### config.mk
export PLATFORM = sky130hd
export DESIGN_NAME = div_sched
export DESIGN_NICKNAME = d
export VERILOG_FILES = /design/src/rtl/div_sched_pkg.sv /design/src/rtl/div_sched.sv
export SDC_FILE = /design/constraint.sdc
export NUM_CORES = 1
export LEC_CHECK = 0
export BUFFER_PORTS_ARGS = -buffer_cell sky130_fd_sc_hd__clkbuf_2
export CAP_MARGIN = 20
export CELL_PAD_IN_SITES_DETAIL_PLACEMENT = 1
export CELL_PAD_IN_SITES_GLOBAL_PLACEMENT = 2
export CORE_UTILIZATION = 25
export DETAILED_ROUTE_END_ITERATION = 8
export GPL_TIMING_DRIVEN = 1
export HOLD_SLACK_MARGIN = 0.05
export PLACE_DENSITY_LB_ADDON = 0.2
export SYNTH_ARGS = -nofsm -noshare
export SYNTH_HDL_FRONTEND = slang
export SYNTH_SLANG_ARGS = --single-unit
export TNS_END_PERCENT = 30
### constraint.sdc
create_clock -name clk -period 1.95 [get_ports clk]
set_input_delay 0.39 -clock clk [delete_from_list [all_inputs] [get_ports clk]]
set_output_delay 0.39 -clock clk [all_outputs]
set_load 0.005 [all_outputs]
### src/rtl/div_sched_pkg.sv
// ---------------------------------------------------------------------------
// div_sched_pkg
// Shared definitions for the divide sequencing controller:
//   - INST_DIV/DIVU/REM/REMU : 3-bit divide opcodes from the EXU decoder
//   - DS_IDLE/RUN/PEND/ABORT : one-hot controller state encodings
// ---------------------------------------------------------------------------
package div_sched_pkg;

    localparam logic [2:0] INST_DIV  = 3'b100;
    localparam logic [2:0] INST_DIVU = 3'b101;
    localparam logic [2:0] INST_REM  = 3'b110;
    localparam logic [2:0] INST_REMU = 3'b111;

    localparam logic [3:0] DS_IDLE  = 4'b0001;
    localparam logic [3:0] DS_RUN   = 4'b0010;
    localparam logic [3:0] DS_PEND  = 4'b0100;
    localparam logic [3:0] DS_ABORT = 4'b1000;

endpackage

### src/rtl/div_sched.sv
// ---------------------------------------------------------------------------
// div_sched
// Sequencing controller between the execute unit and the iterative divider.
// Accepts one divide request, holds the divider start level for the whole
// operation, stalls the pipeline, aborts on flush and merges the divider
// result onto the shared register-file write port (ALU has priority).
//
// Ports:
//   clk, rstn                    clock, async active-low reset
//   req_valid_i/op/dividend/
//   divisor/rd                   one-cycle divide request from the EXU
//   flush_i                      pipeline flush, cancels an in-flight divide
//   hold_o                       stall request to IF/ID/EX
//   div_start_o/op/dividend/
//   divisor/rd                   command to the divider
//   div_result_i/ready_i/busy_i  divider response
//   alu_we_i                     ALU owns the write port this cycle
//   wb_we_o/addr/data            divider-result register-file write
// ---------------------------------------------------------------------------
module div_sched
    import div_sched_pkg::*;
#(
    parameter int XLEN   = 32,
    parameter int REG_AW = 5
) (
    input  logic              clk,
    input  logic              rstn,
    input  logic              req_valid_i,
    input  logic [2:0]        req_op_i,
    input  logic [XLEN-1:0]   req_dividend_i,
    input  logic [XLEN-1:0]   req_divisor_i,
    input  logic [REG_AW-1:0] req_rd_i,
    input  logic              flush_i,
    output logic              hold_o,
    output logic              div_start_o,
    output logic [2:0]        div_op_o,
    output logic [XLEN-1:0]   div_dividend_o,
    output logic [XLEN-1:0]   div_divisor_o,
    output logic [REG_AW-1:0] div_rd_o,
    input  logic [XLEN-1:0]   div_result_i,
    input  logic              div_ready_i,
    input  logic              div_busy_i,
    input  logic              alu_we_i,
    output logic              wb_we_o,
    output logic [REG_AW-1:0] wb_addr_o,
    output logic [XLEN-1:0]   wb_data_o
);

    logic [3:0]        state_q,    state_d;
    logic [2:0]        op_q,       op_d;
    logic [XLEN-1:0]   dividend_q, dividend_d;
    logic [XLEN-1:0]   divisor_q,  divisor_d;
    logic [REG_AW-1:0] rd_q,       rd_d;
    logic [XLEN-1:0]   result_q,   result_d;
    logic              wb_fire;

    always_comb begin
        // NOTE: every signal driven here gets a default first so no path
        // leaves it unassigned; that is what keeps this block latch-free.
        state_d    = state_q;
        op_d       = op_q;
        dividend_d = dividend_q;
        divisor_d  = divisor_q;
        rd_d       = rd_q;
        result_d   = result_q;
        wb_fire    = 1'b0;

        case (state_q)
            DS_IDLE: begin
                // A request coinciding with a flush belongs to a squashed
                // instruction and is dropped.
                if (req_valid_i && !flush_i) begin
                    state_d    = DS_RUN;
                    op_d       = req_op_i;
                    dividend_d = req_dividend_i;
                    divisor_d  = req_divisor_i;
                    rd_d       = req_rd_i;
                end
            end
            DS_RUN: begin
                // Flush beats a same-cycle ready: the result is discarded.
                if (flush_i) begin
                    state_d = DS_ABORT;
                end else if (div_ready_i) begin
                    if (alu_we_i) begin
                        result_d = div_result_i;
                        state_d  = DS_PEND;
                    end else begin
                        wb_fire = 1'b1;
                        state_d = DS_IDLE;
                    end
                end
            end
            DS_PEND: begin
                // Instruction is architecturally complete, so flush is
                // deliberately ignored here; only the ALU can delay us.
                if (!alu_we_i) begin
                    wb_fire  = 1'b1;
                    result_d = '0;
                    state_d  = DS_IDLE;
                end
            end
            DS_ABORT: begin
                // One cycle with start low lets the divider return to idle.
                state_d = DS_IDLE;
            end
            default: begin
                state_d = DS_IDLE;
            end
        endcase

        // Divider command registers read as zero whenever we sit in IDLE.
        if (state_d == DS_IDLE) begin
            op_d       = '0;
            dividend_d = '0;
            divisor_d  = '0;
            rd_d       = '0;
        end
    end

    // NOTE: sequential state uses non-blocking assignments so every register
    // samples the pre-edge value of its inputs, independent of block order.
    always_ff @(posedge clk or negedge rstn) begin
        if (!rstn) begin
            state_q    <= DS_IDLE;
            op_q       <= '0;
            dividend_q <= '0;
            divisor_q  <= '0;
            rd_q       <= '0;
            result_q   <= '0;
        end else begin
            state_q    <= state_d;
            op_q       <= op_d;
            dividend_q <= dividend_d;
            divisor_q  <= divisor_d;
            rd_q       <= rd_d;
            result_q   <= result_d;
        end
    end

    // Start must drop in the ready cycle or the divider relaunches, and in
    // the flush cycle so the divider sees the abort immediately.
    assign div_start_o    = (state_q == DS_RUN) && !div_ready_i && !flush_i;
    assign div_op_o       = op_q;
    assign div_dividend_o = dividend_q;
    assign div_divisor_o  = divisor_q;
    assign div_rd_o       = rd_q;

    assign hold_o = ((state_q == DS_IDLE) && req_valid_i && !flush_i) ||
                    (state_q != DS_IDLE);

    // Writes to x0 still complete the handshake but never raise the enable.
    assign wb_we_o   = wb_fire && (rd_q != '0);
    assign wb_addr_o = wb_fire ? rd_q : '0;
    assign wb_data_o = !wb_fire             ? '0       :
                       (state_q == DS_PEND) ? result_q : div_result_i;

    // After an abort cycle the divider must already be idle.
    busy_clear_after_abort: assert property (
        @(posedge clk) disable iff (!rstn)
        (state_q == DS_ABORT) |=> !div_busy_i
    );

endmodule

Word level (Yosys, flattened, before mapping). Cells that the tools add are included.

Word-level logic and storage cells: 60. Flip-flop bits (word level): 108. Output and inout bits: 112. Input bits: 111.

Eq/ne operators: 9. Reductions and logical operators: 15. Multiplexer cells: 30.

Operators with widths (number): 2-to-1 mux 32 bit (12); case mux 32 bit (2 select lines) (1); 2-to-1 mux 5 bit (4); 2-to-1 mux 4 bit (4); 2-to-1 mux 3 bit (4); case mux 4 bit (3 select lines) (1); equality test 4 x 1 -> 1 bit (second input constant) (2); inequality test 2 bit (second input constant) (4); logical AND 1 bit (6); nonzero test 2 bit (3); AND reduction 5 bit (1); nonzero test 5 bit (1); equality test 4 x 2 -> 1 bit (second input constant) (1); equality test 4 x 3 -> 1 bit (second input constant) (1); inequality test 4 x 1 -> 1 bit (second input constant) (1); 2-to-1 mux 1 bit (3); zero test 1 bit (2); case mux 1 bit (2 select lines) (1); AND reduction 2 bit (1); logical OR 1 bit (1).

Depth between registers and ports, before layout.
Word-level depth: 7. Mapped depth: 6. Gate-level depth less buffers: 3.

Least setup slack after synthesis. Ideal clock, no wire load.

Kind: reg-to-output. From: reg state_q[1]. To: out wb_data_o[10]. Buffers on the path: 3. Arrival: 1487 ps. Setup slack: 73 ps. Required time: 1560 ps. Cell stages (with the launch flop): 7. Path through: dfrtp_1 buf_6 or4b_1 buf_2 clkbuf_1 nand2_1 a21oi_1.

Longest elaborated chain between the ends: 3. Elaborated cells on any way between the ends: 5. Classes of those cells: 2 x eq/ne; 3 x mux.

Ends and longest elaborated chain: start, declared (RTL line div_sched.sv:49) `logic [3:0] state_q, state_d;`; start signal, assigned (RTL line div_sched.sv:132) `state_q <= state_d;`; equality test 4 x 3 -> 1 bit or equality test 4 x 2 -> 1 bit (tied branches) (RTL line div_sched.sv:68, div_sched.sv:156); case mux 1 bit (2 select lines) or 2-to-1 mux 32 bit (tied branches) (RTL line div_sched.sv:68, div_sched.sv:156); 2-to-1 mux 32 bit (*) (RTL line div_sched.sv:155) `assign wb_data_o = !wb_fire ? '0 :`; end, declared (RTL line div_sched.sv:46) `output logic [XLEN-1:0] wb_data_o`.

Every way passes the cells marked *; elsewhere a longest branch is shown, timed or not.

Worst setup path in the final report.
From: reg state_q[0]. To: out wb_data_o[31].

The elaborated chain is that of the path after synthesis.

==> summary.md <==
| Metric | Value |
|---|---|
| Status | finished, violations left |
| Failing checks | negative setup slack |
| Combinational share of power | 28.5% |
| Max Slew Vio Count | 0 |
| Design Area, Final | 8960 µm² |
| Area of placed instances | 7550 µm² |
| Arr. time, crit path | 1980 ps |
| Sw frac | 33.5% |
| Leading area contributor after synthesis | dfrtp_1 |
| Async set-reset flop share out of synthesis | 100% |
| Clk buf depth | 2 |
| RSZ-0062 raised after global routing | true |
| Die X | 156 µm |
| Htree depth | 3 |
| Pwr Density | 713 nW/µm² |
| Tightest Pin Transition | 862 ps |
| Fill count | 2747 |
| Post-synth EDFFs | 0 |
| Number of diodes | 0 |
| DRT antenna net count | 0 |
| Crit Path Category | flip-flop to output pin |
| Hold Path Stages | 3 |
| Final worst path period need | 2370 ps |
| Yosys reg bits | 108 |
| Post-synthesis sequential area ratio | 45.6% |
| Final Hold Fails | 0 |
| Vias in the first global route | 6700 |
| Commonest cells in the netlist | dfrtp_1, nand2_1, nand3_1 |
| P_leak | 3.88 nW |
| Vias | 6395 |
| DRC | 0 |
| Final setup vio count | 120 |
| Fmax | 422 MHz |
| Ys Warns | 0 |
| Initial Utilization | 25.4% |
| Worst-path maximum fanout | 10 |
| Final core utilization | 38.3% |
| Clock network power share | 30.5% |
| Top cell type's share of synthesized area | 45.1% |
| Share of post-route cells with drive strength above 1 | 46.9% |
| HP Class | input port to flip-flop |
| First-pass GRT wire length | 37100 µm |
| Synth cell types | 35 |
| Post-Syn Nets | 784 |
| DRT Pass-1 Iters | 5 |
| Largest net degree at the start of global routing | 98 |
| CTS root buffer | clkbuf_16 |
| Die Area | 24400 µm² |
| Grt total ovfl | 0 |
| Total Power | 6.39 mW |
| Peak VDD IR | 350 µV |
| Crit start category | flip-flop |
| Wire per inst | 20.8 µm |
| Cell row count | 56 |
| Port Buffers | 221 |
| GRT Overall Usage | 19.4% |
| Cell-internal power | 4.25 mW |
| NetSw | 2.14 mW |
| Clk_skew | 10.3 ps |
| Via-to-Cell Ratio | 5.22 |
| Layout net count | 1013 |
| Clk slew on worst S/H paths | 80 ps |
| Reg2reg path depth | 8 |
| CP endpoint kind | output pin |
| Slew headroom | 42.6% |
| Final Cycle Share | 122% |
| CTS Buf Count | 9 |
| IO Pins | 223 |
| Ranking of synthesized cells by area | dfrtp_1, a211oi_1, nand2_1 |
| Clk_lat worst skew | 360 ps |
| Core Region | 23400 µm² |
| Most frequent cell after synthesis | dfrtp_1 |
| Placer Congestion | 0.724 |
| Mean Syn Cell Area | 8.82 µm² |
| Setup WS post-layout | -420 ps |
| Final wirelength | 25500 µm |
| Top_reg_cell synth | dfrtp_1 |
| WP data required | 1560 ps |
| DR iter-0 viols | 278 |
| TritonCTS clock tree | built |
| Sequential power share | 41.0% |
| Antenna violations before repair | 0 |
| Max cap viols | 0 |
| Post-Synthesis Cells | 673 |
| CTS Sinks | 108 |
| Post-Syn Area | 5940 µm² |
| Die Span Y | 156 µm |
| Area growth, synth to finish | 50.9% |
| Dpl hpwl | 14200 µm |
-- worst max-delay path, cell delays in order (launching register included) --
cell and delay, ps:
dfstp_2 390, buf_6 120, buf_4 130, nor3_2 280, o21ai_4 130, bufbuf_16 310
a21oi_4 140, clkbuf_2 130
-- placed cells by master (no fill, tap or decap), drive strengths merged, types with 2 or more instances in the layout --
master and n:
a211oi 72, a21oi 33, and2 2, buf 89
clkbuf 223, clkinv 3, dfrtp 107, inv 8
nand2 97, nand3 72, nand3b 32, nand4 32
nor2 6, nor2b 3, nor3b 2, nor4b 3
o211ai 32, o21ai 73, or4b 2
-- layer usage --
| metal | vias up | track usage, % | share of wire (%) |
|---|---|---|---|
| met5 | - | 0 | 0 |
| met4 | 0 | 6.96 | 1.9 |
| met3 | 30 | 4.06 | 5.4 |
| met2 | 187 | 33.9 | 50 |
| met1 | 3241 | 23.5 | 43 |
| li1 | 2937 | - | - |
-- per-stage QoR --
step           TNS, ps  std cells  hold WS, ps  setup WS (ps)
2_1_floorplan        0        673         94.4           73.4
3_3_place_gp      -231       1165          371          -41.0
3_5_place_dp     -1040       1165          375          -60.4
4_1_cts         -15080       1198          249           -360
5_1_grt         -30250       1225          260           -506
6_report        -19700       1225          259           -420
-- sequential cells by signal, indices dropped and copies added (netlist names) --
signal and cells:
div_op_o 3, div_dividend_o 32, div_divisor_o 32, div_rd_o 5, state_q 4, result_q 32
-- repair_timing --
item,CTS,global route
hold buffers,1,0
gates cloned,5,10
setup endpoints to repair,68,145
pin swaps,6,46
hold endpoints to repair,25,0
gates resized for setup,64,105
setup buffers,12,22
-- kinds of logic after synthesis --
logic type	Yosys count	synth area share, %
and+or+nand+nor	257	22.7
DFF	108	45.6
AOI/OAI and AO/OA	215	24.0
buffers and inverters	93	7.74
-- area by class of cell --
class / count / area (µm²) / share of cell area (%)
well taps: 319 / 399 / 4.46
inverters: 6 / 22.5 / 0.251
flip-flops and latches: 108 / 2710 / 30.2
multi-input cells: 472 / 3230 / 36.0
clock inverters: 6 / 72.6 / 0.810
clock buffers: 9 / 225 / 2.51
repair buffers: 305 / 2310 / 25.8
-- path summary, 6_finish.rpt --
check	from	slack (ps)	to
worst max-delay path	state_q[0]	-420	wb_data_o[31]
worst min-delay path	req_dividend_i[4]	260	div_dividend_o[4]
worst max register to register	state_q[2]	-100	result_q[1]
worst min register to register	div_divisor_o[7]	560	div_divisor_o[7]
max in group asynchronous	rstn	750	div_divisor_o[19]
min in group asynchronous	rstn	520	result_q[15]
-- power groups by stage --
stage | clock [mW] | combinational, mW | sequential (mW)
3_3_place_gp | 0 | 1.33 | 2.63
3_5_place_dp | 0 | 1.38 | 2.65
5_1_grt | 2.07 | 1.97 | 2.65
6_report | 1.95 | 1.82 | 2.62
4_1_cts | 2.02 | 1.48 | 2.61
2_1_floorplan | 0 | 0.795 | 2.61
Note: power is estimated with default switching activity, not from simulation.
